<file path="config.mk">
export PLATFORM = sky130hd
export DESIGN_NAME = rv_host_byte_tx
export DESIGN_NICKNAME = d
export VERILOG_FILES = /design/src/rtl/rv_host_byte_tx.sv
export SDC_FILE = /design/constraint.sdc
export NUM_CORES = 1
export LEC_CHECK = 0
export ABC_AREA = 1
export ABC_CLOCK_PERIOD_IN_PS = 1450
export CORE_MARGIN = 3
export CORE_UTILIZATION = 48
export CTS_BUF_LIST = sky130_fd_sc_hd__clkbuf_4 sky130_fd_sc_hd__clkbuf_8
export DETAILED_ROUTE_END_ITERATION = 16
export PLACE_DENSITY_LB_ADDON = 0.3
export SLEW_MARGIN = 25
export SYNTH_ARGS = -nofsm -noshare
export SYNTH_HDL_FRONTEND = slang
export SYNTH_SLANG_ARGS = --single-unit
</file>
<file path="constraint.sdc">
create_clock -name clk -period 1.45 [get_ports clk]
set_input_delay 0.3625 -clock clk [delete_from_list [all_inputs] [get_ports clk]]
set_output_delay 0.3625 -clock clk [all_outputs]
set_load 0.02 [all_outputs]
</file>
<file path="src/rtl/rv_host_byte_tx.sv">
// Streams a block of 32-bit memory words to the host as bytes (LSB first) over a
// four-phase req/ack handshake; host_ack is asynchronous and synchronized locally.
module rv_host_byte_tx #(
  parameter int ADDR_W      = 8,
  parameter int CNT_W       = 8,
  parameter int SYNC_STAGES = 2
) (
  input  logic              clk,
  input  logic              rst_n,
  input  logic              start,
  input  logic [ADDR_W-1:0] start_addr,
  input  logic [CNT_W-1:0]  word_count,
  output logic              mem_req,
  output logic [ADDR_W-1:0] mem_addr,
  input  logic [31:0]       mem_rdata,
  input  logic              mem_rvalid,
  output logic [7:0]        tx_data,
  output logic              tx_valid,
  input  logic              host_ack,
  output logic              busy,
  output logic              done
);

  typedef enum logic [2:0] {IDLE, FETCH, SEND, RELEASE, FIN} state_t;

  state_t                 state, state_d;
  logic [SYNC_STAGES-1:0] ack_sync;
  logic                   ack_s;
  logic [ADDR_W-1:0]      cur_addr, cur_addr_d, mem_addr_d;
  logic [CNT_W-1:0]       remaining, remaining_d;
  logic [31:0]            word_q, word_d;
  logic [1:0]             byte_idx, byte_idx_d;
  logic [7:0]             tx_data_d;
  logic                   mem_req_d, tx_valid_d, busy_d, done_d;
  logic                   last_byte, byte_done;

  always_ff @(posedge clk or negedge rst_n) begin
    if (!rst_n) ack_sync <= '0;
    else        ack_sync <= {ack_sync[SYNC_STAGES-2:0], host_ack};
  end

  assign ack_s     = ack_sync[SYNC_STAGES-1];
  assign last_byte = (byte_idx == 2'd3);
  assign byte_done = (state == RELEASE) && !ack_s;

  always_ff @(posedge clk or negedge rst_n) begin
    if (!rst_n) state <= IDLE;
    else        state <= state_d;
  end

  always_comb begin
    state_d = state;
    case (state)
      IDLE:    if (start) state_d = (word_count == '0) ? FIN : FETCH;
      FETCH:   if (mem_rvalid) state_d = SEND;
      // Leave SEND only after our own req has been seen high together with ack.
      SEND:    if (tx_valid && ack_s) state_d = RELEASE;
      RELEASE: if (!ack_s) begin
                 if (!last_byte)                    state_d = SEND;
                 else if (remaining == CNT_W'(1))   state_d = FIN;
                 else                               state_d = FETCH;
               end
      FIN:     state_d = IDLE;
      default: state_d = IDLE;
    endcase
  end

  always_comb begin
    cur_addr_d  = cur_addr;
    remaining_d = remaining;
    word_d      = word_q;
    byte_idx_d  = byte_idx;
    tx_data_d   = tx_data;
    if (state == IDLE && start) begin
      cur_addr_d  = start_addr;
      remaining_d = word_count;
    end
    if (state == FETCH && mem_rvalid) begin
      word_d     = mem_rdata;
      byte_idx_d = 2'd0;
    end
    if (byte_done) begin
      if (!last_byte) begin
        byte_idx_d = byte_idx + 2'd1;
      end else begin
        remaining_d = remaining - CNT_W'(1);
        cur_addr_d  = cur_addr + ADDR_W'(1);
      end
    end
    if (state == SEND) begin
      case (byte_idx)
        2'd0:    tx_data_d = word_q[7:0];
        2'd1:    tx_data_d = word_q[15:8];
        2'd2:    tx_data_d = word_q[23:16];
        default: tx_data_d = word_q[31:24];
      endcase
    end
    mem_req_d  = (state_d == FETCH);
    mem_addr_d = mem_req_d ? cur_addr_d : mem_addr;
    // Raise req only once ack_s is low; keep it up until ack is seen.
    tx_valid_d = (state == SEND) && (state_d == SEND) && (tx_valid || !ack_s);
    busy_d     = (state_d != IDLE);
    done_d     = (state == FIN);
  end

  always_ff @(posedge clk or negedge rst_n) begin
    if (!rst_n) begin
      cur_addr  <= '0;
      remaining <= '0;
      word_q    <= '0;
      byte_idx  <= '0;
      mem_req   <= 1'b0;
      mem_addr  <= '0;
      tx_data   <= '0;
      tx_valid  <= 1'b0;
      busy      <= 1'b0;
      done      <= 1'b0;
    end else begin
      cur_addr  <= cur_addr_d;
      remaining <= remaining_d;
      word_q    <= word_d;
      byte_idx  <= byte_idx_d;
      mem_req   <= mem_req_d;
      mem_addr  <= mem_addr_d;
      tx_data   <= tx_data_d;
      tx_valid  <= tx_valid_d;
      busy      <= busy_d;
      done      <= done_d;
    end
  end

endmodule
</file>
==> results by group, run 1 <==
Clock network
  – # clock sinks: 75
  – Worst-path clk slew: 0.07 ns
  – Worst skew pair latency: 0.35 ns
  – Clock Tree Buf Depth: 2
  – Hold Buf Count CTS: 0
  – CTS buffer count: 9
  – CTS H-tree depth: 3
  – Clock tree from TritonCTS: done
  – Buffer type at the clock tree root: clkbuf_8

Place
  – Post-DP Area: 4680 µm²
  – DP HPWL: 6.26 mm
  – Count of buffers from port buffering: 72
  – GPL Wtd Cong: 0.863

Timing
  – Final setup viols: 0
  – Post-route clock period utilization: 99.1%
  – Fin crit period: 1.44 ns
  – Final Hold Vio Count: 0
  – Slew HR: 74.0%
  – Worst slew pin tran: 0.391 ns
  – Slew Viols, Final: 0
  – Max Freq: 0.696 GHz
  – RSZ-0062 raised after global routing: yes
  – Final Skew: 0.00762 ns

Pwr
  – IR drop worst, VDD: 987 µV
  – Lkg Pwr: 2.64 nW
  – Pwr dens: 1940 nW/µm²
  – Internal: 5.93 mW
  – Clock group share of total power: 14.8%
  – Flop pwr share: 36.2%
  – Sw power: 4.13 mW
  – Pwr Total: 10.1 mW
  – Sw Share: 41.0%
  – Comb pwr share: 49.0%

Logic synthesis
  – Distinct cells, synth: 30
  – Syn Area/Cell: 7.80 µm²
  – Mapped cell area: 3670 µm²
  – Share of the synthesized area in the top cell type: 51.2%
  – Synth warn: 0
  – Number of flops mapped to enable cells by yosys: 0
  – Sequential share of the synthesized area: 51.2%
  – Synth async-reset ratio: 100%
  – Net Count, Synth: 530
  – Register bit total from synthesis: 75
  – Post-Syn Instances: 470
  – Ys flop type: dfrtp_1
  – Largest cells by area after synthesis: dfrtp_1 (51%), nand2_1 (20%), nand3_1 (4.1%)
  – Dominant cell type by area after synthesis: dfrtp_1

Global routing
  – Vias in the first global route: 3213
  – Initial antenna violation count: 0
  – Largest net degree at the start of global routing: 76
  – Grt total ovfl: 0
  – First-pass GRT wire length: 14.2 mm
  – GR Util All Layers: 20.8%

Drt
  – Via count: 3415
  – Antenna-violating nets left: 0
  – Total Wirelength: 9.06 mm
  – Remaining DRCs: 0
  – Starting DRC count in detailed routing: 112
  – Via-to-Cell Ratio: 5.02
  – Routed length per instance: 13.3 µm
  – Initial DRT Pass Iterations: 5

Outcome
  – Status: finished, final reports clean

Setup path
  – Worst path arrival time: 1.68 ns
  – CP required: 1.69 ns
  – Worst Path Max Fanout: 8
  – CP endpoint kind: flop
  – RR Startpoint: state[2]
  – Worst Setup SP: state[2]
  – Crit Path Class: reg -> reg
  – Setup crit start kind: flop

Floorplanning
  – Starting Density: 50.0%
  – Site row count: 31
  – Die width: 93.4 µm
  – Die height: 93.4 µm
  – Die area: 8720 µm²
  – I/O pins: 73
  – Core area: 7330 µm²

Flow run
  – Max-cap violations: 0

Final layout
  – Diodes inserted: 0
  – Final Cell Area: 5180 µm²
  – Area grow syn2layout: 41.4%
  – Net count, final: 639
  – Share of post-route cells with drive strength above 1: 19.8%

Hold path
  – Hold WC Path Type: in -> async
cell families (layout without fill, tap and decap cells):
group           after synthesis  in the layout  share of synthesized area [%]
simple gates                283            283                           31.7
flops                        75             75                           51.2
buf+inv                      56            167                           7.10
compound gates               46             46                           6.93
fa+ha+maj                     7              7                           2.39
xor+xnor                      3              3                          0.717
metrics by stage:
stage	utilization [%]	setup WS (ns)	setup TNS, ns	hold slack, ns	std cells
after global routing	70.7	-0.0828	-0.832	0.0563	680
after CTS	66.4	-0.0177	-0.100	0.0534	670
final	70.7	0.0131	0	0.0415	680
after detailed placement	63.9	-0.411	-15.43	0.346	656
after floorplan	-	0.000132	0	0.0669	470
after global placement	63.9	-0.377	-14.17	0.342	656
cell type report:
cell class / count / area (µm²)
fill: 542 / 2150
sequential: 75 / 1880
multi-input combinational: 339 / 1750
timing repair buffer: 117 / 1120
inverter: 37 / 144
clock buffer: 9 / 124
tap: 99 / 124
clock inverter: 4 / 45.0
placed cells by master (no fill, tap or decap), types with 2 or more instances in the layout:
cell type / netlist / routed
nand2_1: 195 / 187
dfrtp_1: 75 / 73
clkdlybuf4s50_1: 0 / 44
buf_4: 2 / 34
nor2_1: 40 / 32
nand3_1: 30 / 26
inv_1: 32 / 25
o21ai_0: 26 / 21
inv_2: 5 / 10
clkdlybuf4s15_1: 0 / 10
nand2_2: 5 / 9
a21oi_1: 9 / 9
clkbuf_8: 0 / 9
dlygate4sd2_1: 0 / 9
nor2_4: 1 / 8
buf_6: 4 / 8
nand3_2: 4 / 7
dlymetal6s2s_1: 0 / 7
o21ai_1: 2 / 6
ha_4: 0 / 6
o211ai_1: 4 / 4
nand2_4: 0 / 3
xor2_1: 3 / 3
nor2_2: 2 / 3
clkinv_2: 0 / 3
buf_12: 0 / 3
inv_4: 0 / 2
nand4_1: 2 / 2
dfrtp_2: 0 / 2
per-layer routing:
layer	global-route usage [%]	vias up	wire, µm	part of all wire [%]
li1	-	1682	-	-
met1	23.4	1625	3730	41
met2	37.5	93	4710	52
met3	5.71	15	439	4.8
met4	7.08	0	173	1.9
met5	0	-	0	0
power by group through the flow:
stage	clock (mW)	sequential, mW	combinational, mW
floorplan	0	3.80	2.44
global placement	0	3.57	4.25
detailed placement	0	3.60	4.37
CTS	1.51	3.58	4.33
global route	1.60	3.75	5.53
finish	1.48	3.65	4.93
Yosys cell counts (all sizes together), types with 2 or more instances:
library cell  number
inv               37
or2                2
nand4              2
nand3             34
nand2            200
o21ai             28
o211ai             4
nor2              43
ha                 7
buf               18
nor3               2
a21oi             10
xor2               3
dfrtp             75
flip-flops by register name, summed over array words and instances, names as in the netlist:
| name | count |
|---|---|
| tx_valid | 1 |
| state | 3 |
| byte_idx | 2 |
| word_q | 32 |
| ack_sync | 2 |
| busy | 1 |
| mem_req | 1 |
| done | 1 |
| mem_addr | 8 |
| remaining | 8 |
| tx_data | 8 |
| cur_addr | 8 |
worst max-delay path, stage by stage, from the launching register on:
cell and delay (ns):
dfrtp_1 0.41, inv_2 0.09, nand2_4 0.06, nor2_4 0.16, o21a_1 0.15, nor3_2 0.04
buf_4 0.16, buf_6 0.14, nand3_1 0.08, nand2_1 0.05
path summary, 6_finish.rpt:
kind                                 to  slack [ns]  depth (start not counted)
max                         mem_addr[3]        0.01                          9
min                          word_q[20]        0.04                          2
max reg2reg                 mem_addr[3]        0.01                          9
min reg2reg                 ack_sync[1]        0.36                          0
max in group asynchronous      state[0]        1.08                          2
min in group clk           remaining[0]        0.33                          3
timing repair:
item / 4_1_cts / 5_1_grt
gates cloned: 0 / 1
hold endpoints to repair: 0 / 0
gates resized for setup: 33 / 77
pin swaps: 2 / 28
setup buffers: 1 / 9
setup endpoints to repair: 32 / 65
Power figures use the tool's default switching activity.
==> run 2, diff against run 1 <==
--- a/config.mk
+++ b/config.mk
@@ -12,6 +12,7 @@
 export CTS_BUF_LIST = sky130_fd_sc_hd__clkbuf_4 sky130_fd_sc_hd__clkbuf_8
 export DETAILED_ROUTE_END_ITERATION = 16
 export PLACE_DENSITY_LB_ADDON = 0.3
+export SKIP_CTS_REPAIR_TIMING = 1
 export SLEW_MARGIN = 25
 export SYNTH_ARGS = -nofsm -noshare
 export SYNTH_HDL_FRONTEND = slang
==> results by group, run 2 (synthesis results as in run 1) <==
Outcome
  – Status: finished with violations (was finished, final reports clean)
  – Failing checks: negative setup slack

Timing
  – Fin crit period: 1.49 ns (was 1.44 ns)
  – Post-route clock period utilization: 103% (was 99.1%)
  – Final Skew: 0.00689 ns (was 0.00762 ns)
  – RSZ-0062 raised after global routing: yes (unchanged)
  – Max Freq: 0.670 GHz (was 0.696 GHz)
  – Final Hold Vio Count: 0 (unchanged)
  – Worst slew pin tran: 0.397 ns (was 0.391 ns)
  – Final setup viols: 9 (was 0)
  – Final WS setup: -0.0436 ns (was 0.0131 ns)
  – Slew Viols, Final: 0 (unchanged)
  – Setup TNS: -0.269 ns (was 0 ns)
  – Slew HR: 73.5% (was 74.0%)

Final layout
  – Net count, final: 643 (was 639)
  – Fillcell total: 512 (was 542)
  – Max reg flops: 32 (unchanged)
  – Commonest non-fill, non-tap cell in the layout: nand2_1 (unchanged)
  – Area of the multi-input gates: 1830 µm² (was 1750 µm²)
  – Diodes inserted: 0 (unchanged)
  – Share of post-route cells with drive strength above 1: 24.4% (was 19.8%)
  – Area grow syn2layout: 48.2% (was 41.4%)
  – Register Area: 1880 µm² (about the same)
  – Largest Register: word_q (unchanged)
  – Commonest non-fill, non-tap cells in the layout: nand2_1 (170), dfrtp_1 (74), clkdlybuf4s50_1 (46), nor2_1 (31), buf_4 (26) (was nand2_1 (187), dfrtp_1 (73), clkdlybuf4s50_1 (44), buf_4 (34), nor2_1 (32))

Setup path
  – Setup crit start kind: flop (unchanged)
  – Setup slack, reg-to-reg: -0.04 ns (was 0.01 ns)
  – Crit Path Class: reg -> reg (unchanged)
  – CP top delay family: buffers and inverters (was flip-flops)
  – Stages on the worst setup path: 10 (was 9)
  – CP endpoint kind: flop (unchanged)
  – Max incr delay on CP: 0.40 ns (was 0.41 ns)
  – RR Startpoint: byte_idx[1] (was state[2])
  – CP required: 1.69 ns (about the same)
  – Worst path cell trace: buf_6, ha_4, buf_4, nand3_4, buf_6, nand3_2, nand2_2, inv_2, nand3_2, nand2_1 (was inv_2, nand2_4, nor2_4, o21a_1, nor3_2, buf_4, buf_6, nand3_1, nand2_1)
  – Worst Path Max Fanout: 7 (was 8)
  – Reg2Reg Depth: 10 (was 9)
  – Worst path bufs/invs: 4 (was 3)
  – Worst path arrival time: 1.73 ns (was 1.68 ns)
  – Slowest CP cell: dfrtp_1 (unchanged)
  – Reg2reg end: mem_addr[1] (was mem_addr[3])

Pwr
  – Lkg Pwr: 2.90 nW (was 2.64 nW)
  – IR drop worst, VDD: 1030 µV (was 987 µV)
  – Pwr dens: 1960 nW/µm² (was 1940 nW/µm²)

Global routing
  – Vias in the first global route: 3194 (was 3213)
  – First-pass GRT wire length: 14.1 mm (was 14.2 mm)
  – Largest net degree at the start of global routing: 76 (unchanged)
  – Initial antenna violation count: 0 (unchanged)
  – GR Util All Layers: 20.8% (about the same)
  – Grt total ovfl: 0 (unchanged)

Clock network
  – Worst-path clk slew: 0.07 ns (about the same)
  – Clock Tree Buf Depth: 2 (unchanged)
  – CTS buffer count: 9 (unchanged)
  – # clock sinks: 75 (unchanged)
  – Clock tree from TritonCTS: done (unchanged)
  – CTS H-tree depth: 3 (unchanged)
  – Worst skew pair latency: 0.34 ns (was 0.35 ns)
  – Buffer type at the clock tree root: clkbuf_8 (unchanged)

Drt
  – Remaining DRCs: 0 (unchanged)
  – Starting DRC count in detailed routing: 114 (was 112)
  – Initial DRT Pass Iterations: 4 (was 5)
  – Via-to-Cell Ratio: 5.02 (about the same)
  – Routed length per instance: 13.8 µm (was 13.3 µm)
  – Total Wirelength: 9.44 mm (was 9.06 mm)
  – Via count: 3432 (was 3415)
  – Antenna-violating nets left: 0 (unchanged)

Place
  – Count of buffers from port buffering: 72 (unchanged)
  – DP HPWL: 6.26 mm (unchanged)
  – GPL Wtd Cong: 0.863 (unchanged)
  – Setup WS pre-CTS: -0.411 ns (unchanged)

Hold path
  – Hold WC Path Type: in -> async (unchanged)

Floorplanning
  – Die width: 93.4 µm (unchanged)
  – I/O pins: 73 (unchanged)
  – Die height: 93.4 µm (unchanged)
  – Starting Density: 50.0% (unchanged)
  – Die area: 8720 µm² (unchanged)
  – Site row count: 31 (unchanged)
  – Core area: 7330 µm² (unchanged)

Flow run
  – Max-cap violations: 0 (unchanged)
==> run 2: changes by cell type in the layout (fill, tap and decap cells not counted), sizes merged <==
cell	change
clkbuf	+1
nand2	+1
clkdlybuf4s15	-10
clkdlybuf4s50	+2
buf	+1
dlygate4sd2	-9
dlymetal6s2s	+18
==> run 2: metrics by stage <==
stage                     cells  utilization, %  cell area [µm²]  hold WS, ns  total power [mW]
after global routing        684            74.2             5440       0.0583              11.4
after detailed placement    656            63.9             4680        0.346              7.97
after floorplan             470               -             3670       0.0669              6.24
final                       684            74.2             5440       0.0406              10.6
after global placement      656            63.9             4680        0.342              7.82
after CTS                   669            66.2             4850       0.0534              9.47
==> run 2: final cells by class <==
class	count	share of cell area (%)
clock buffer	9	2.28
clock inverter	4	0.829
inverter	37	2.88
multi-input combinational	340	33.7
sequential	75	34.5
tap	99	2.28
timing repair buffer	120	23.5
==> run 2: worst max-delay path by stage <==
| stage | from | endpoint |
|---|---|---|
| after CTS | tx_valid | tx_valid |
| after floorplan | byte_idx[1] | mem_addr[0] |
| after detailed placement | word_count[4] | mem_addr[0] |
| after global routing | byte_idx[1] | busy |
| final | byte_idx[1] | mem_addr[1] |
| after global placement | word_count[4] | mem_addr[2] |
==> run 2: report_power, final <==
| group | internal [mW] | total [mW] | switching, mW |
|---|---|---|---|
| clock | 0.757 | 1.47 | 0.717 |
| sequential | 3.03 | 3.68 | 0.646 |
| combinational | 2.50 | 5.48 | 2.98 |
| total | 6.28 | 10.6 | 4.35 |
==> run 2: per-layer routing <==
| layer | track usage, % | vias up | share of wire (%) |
|---|---|---|---|
| li1 | - | 1695 | - |
| met1 | 23.9 | 1631 | 40 |
| met4 | 6.23 | 0 | 1.9 |
| met2 | 37.3 | 91 | 53 |
| met3 | 5.71 | 15 | 4.9 |
| met5 | 0 | - | 0 |
==> run 3, diff against run 2 <==
--- a/config.mk
+++ b/config.mk
@@ -11,6 +11,7 @@
 export CORE_UTILIZATION = 48
 export CTS_BUF_LIST = sky130_fd_sc_hd__clkbuf_4 sky130_fd_sc_hd__clkbuf_8
 export DETAILED_ROUTE_END_ITERATION = 16
+export HOLD_SLACK_MARGIN = 0.12
 export PLACE_DENSITY_LB_ADDON = 0.3
 export SKIP_CTS_REPAIR_TIMING = 1
 export SLEW_MARGIN = 25
==> constraint.sdc (replaced) <==
create_clock -name clk -period 1.45 [get_ports clk]
set_input_delay 0.3625 -clock clk [delete_from_list [all_inputs] [get_ports clk]]
set_output_delay 0.3625 -clock clk [all_outputs]
set_load 0.1 [all_outputs]
==> results by group, run 3 (synthesis results as in run 1) <==
Outcome
  – Status: finished with violations (unchanged)
  – Failing checks: negative setup slack (unchanged)

Floorplanning
  – Die height: 93.4 µm (unchanged)
  – Starting Density: 50.0% (unchanged)
  – Die area: 8720 µm² (unchanged)
  – I/O pins: 73 (unchanged)
  – Site row count: 31 (unchanged)
  – Core area: 7330 µm² (unchanged)
  – Die width: 93.4 µm (unchanged)

Global routing
  – First-pass GRT wire length: 14.9 mm (was 14.1 mm)
  – Grt total ovfl: 0 (unchanged)
  – GR Util All Layers: 21.8% (was 20.8%)
  – Largest net degree at the start of global routing: 76 (unchanged)
  – Initial antenna violation count: 0 (unchanged)
  – Vias in the first global route: 3381 (was 3194)

Setup path
  – Crit Path Class: reg -> reg (unchanged)
  – Worst path arrival time: 1.73 ns (about the same)
  – Worst path bufs/invs: 2 (was 4)
  – CP endpoint kind: flop (unchanged)
  – Max incr delay on CP: 0.42 ns (was 0.40 ns)
  – CP required: 1.70 ns (was 1.69 ns)
  – Worst Path Max Fanout: 5 (was 7)
  – Slowest CP cell: dfrtp_1 (unchanged)
  – Worst path cell trace: inv_2, nand2_4, nor2_4, nand3_4, buf_6, o211ai_1, nand2_2, nand3_2, nand2_1 (was buf_6, ha_4, buf_4, nand3_4, buf_6, nand3_2, nand2_2, inv_2, nand3_2, nand2_1)
  – Setup crit start kind: flop (unchanged)
  – CP top delay family: simple AND/OR/NAND/NOR gates (was buffers and inverters)

Final layout
  – Post-Layout Cell Count: 675 (was 684)
  – Commonest non-fill, non-tap cell in the layout: nand2_1 (unchanged)
  – Area grow syn2layout: 46.2% (was 48.2%)
  – Largest Register: word_q (unchanged)
  – Share of post-route cells with drive strength above 1: 22.6% (was 24.4%)
  – Commonest non-fill, non-tap cells in the layout: nand2_1 (188), dfrtp_1 (72), clkdlybuf4s50_1 (43), nor2_1 (30), inv_1 (27) (was nand2_1 (170), dfrtp_1 (74), clkdlybuf4s50_1 (46), nor2_1 (31), buf_4 (26))
  – Diodes inserted: 0 (unchanged)
  – Final Cell Area: 5360 µm² (was 5440 µm²)
  – Fillcell total: 521 (was 512)
  – Max reg flops: 32 (unchanged)
  – Net count, final: 631 (was 643)

Drt
  – Initial DRT Pass Iterations: 4 (unchanged)
  – Via count: 3459 (was 3432)
  – Remaining DRCs: 0 (unchanged)
  – Starting DRC count in detailed routing: 169 (was 114)
  – Routed length per instance: 14.2 µm (was 13.8 µm)
  – Antenna-violating nets left: 0 (unchanged)
  – Total Wirelength: 9.60 mm (was 9.44 mm)
  – Via-to-Cell Ratio: 5.12 (was 5.02)

Clock network
  – Buffer type at the clock tree root: clkbuf_8 (unchanged)
  – Clock Tree Buf Depth: 2 (unchanged)
  – Clock tree from TritonCTS: done (unchanged)
  – Worst-path clk slew: 0.08 ns (was 0.07 ns)
  – CTS H-tree depth: 3 (unchanged)
  – # clock sinks: 75 (unchanged)
  – CTS buffer count: 9 (unchanged)
  – Worst skew pair latency: 0.36 ns (was 0.34 ns)

Timing
  – Final Skew: 0.00792 ns (was 0.00689 ns)
  – Max Freq: 0.676 GHz (was 0.670 GHz)
  – Fin crit period: 1.48 ns (was 1.49 ns)
  – Slew HR: 73.5% (about the same)
  – Hold Slack: 0.293 ns (was 0.0406 ns)
  – Final setup viols: 2 (was 9)
  – Post-route clock period utilization: 102% (was 103%)
  – Final WS setup: -0.0303 ns (was -0.0436 ns)
  – Worst slew pin tran: 0.398 ns (was 0.397 ns)
  – Slew Viols, Final: 0 (unchanged)
  – RSZ-0062 raised after global routing: yes (unchanged)
  – Final Hold Vio Count: 0 (unchanged)

Hold path
  – Hold WC Path Type: in -> reg (was in -> async)

Flow run
  – Max-cap violations: 0 (unchanged)

Place
  – Post-DP Area: 4900 µm² (was 4680 µm²)
  – Placed Cells incl. Taps: 655 (was 656)
  – GPL Wtd Cong: 0.910 (was 0.863)
  – Count of buffers from port buffering: 72 (unchanged)
  – DP HPWL: 6.41 mm (was 6.26 mm)

Pwr
  – Sw power: 5.80 mW (was 4.35 mW)
  – IR drop worst, VDD: 1980 µV (was 1030 µV)
  – Clock group share of total power: 13.0% (was 13.9%)
  – Pwr dens: 2310 nW/µm² (was 1960 nW/µm²)
  – Sw Share: 46.9% (was 40.9%)
  – Internal: 6.57 mW (was 6.28 mW)
  – Flop pwr share: 30.7% (was 34.6%)
  – Comb pwr share: 56.3% (was 51.6%)
  – Lkg Pwr: 2.70 nW (was 2.90 nW)
run 3: cell types whose count changed in the layout (fill, tap and decap cells not counted), moves of 3 or more:
cell,before,now
buf_12,3,25
dlymetal6s2s_1,25,8
nand3_2,12,9
buf_6,14,8
nand3_1,21,24
inv_1,24,27
nand2_1,170,188
nand2_2,23,8
buf_4,26,23
clkdlybuf4s50_1,46,43
run 3: area by class of cell:
type | instances | area (µm²) | share of cell area (%)
Sequential cell | 75 | 1880 | 35.1
Multi-Input combinational cell | 339 | 1710 | 31.9
Timing Repair Buffer | 109 | 1310 | 24.4
Inverter | 37 | 144 | 2.68
Clock buffer | 11 | 139 | 2.59
Tap cell | 99 | 124 | 2.31
Clock inverter | 5 | 53.8 | 1.00
run 3: stage by stage:
stage | TNS [ns] | util (%) | setup WS [ns] | total power, mW
after CTS | -0.814 | 69.5 | -0.0939 | 11.8
after global routing | -1.62 | 73.1 | -0.126 | 13.1
after detailed placement | -15.44 | 66.8 | -0.437 | 10.2
after floorplan | 0 | - | 0.0104 | 7.63
final | -0.0499 | 73.1 | -0.0303 | 12.4
after global placement | -13.60 | 66.8 | -0.374 | 9.95
run 3: final timing paths:
kind | to | from | slack (ns) | depth (start not counted)
max in group asynchronous | state[0] | rst_n | 0.55 | 3
worst max-delay path | mem_addr[5] | state[2] | -0.03 | 9
worst min register to register | ack_sync[1] | ack_sync[0] | 0.37 | 0
min in group asynchronous | word_q[18] | rst_n | 0.57 | 3
worst min-delay path | remaining[7] | word_count[7] | 0.29 | 3
worst max register to register | mem_addr[5] | state[2] | -0.03 | 9
run 3: layer usage:
layer | GRT usage, % | share of wire [%] | vias up | wire length (µm)
met3 | 4.59 | 4.3 | 22 | 414
met5 | 0 | 0 | - | 0
met1 | 25.9 | 41 | 1644 | 3920
met4 | 10.4 | 2.6 | 0 | 253
met2 | 37.5 | 52 | 118 | 5020
li1 | - | - | 1675 | -
run 3: tightest hold or removal path: stages:
cell and delay, ns:
dlymetal6s2s_1 0.11, o21bai_1 0.08, nand2_1 0.06
run 3: power by group through the flow:
stage	registers (mW)	logic, mW	clock network [mW]
after global placement	3.70	6.25	0
after CTS	3.72	6.45	1.63
after detailed placement	3.74	6.43	0
final	3.79	6.96	1.61
after floorplan	5.17	2.45	0
after global routing	3.90	7.49	1.74
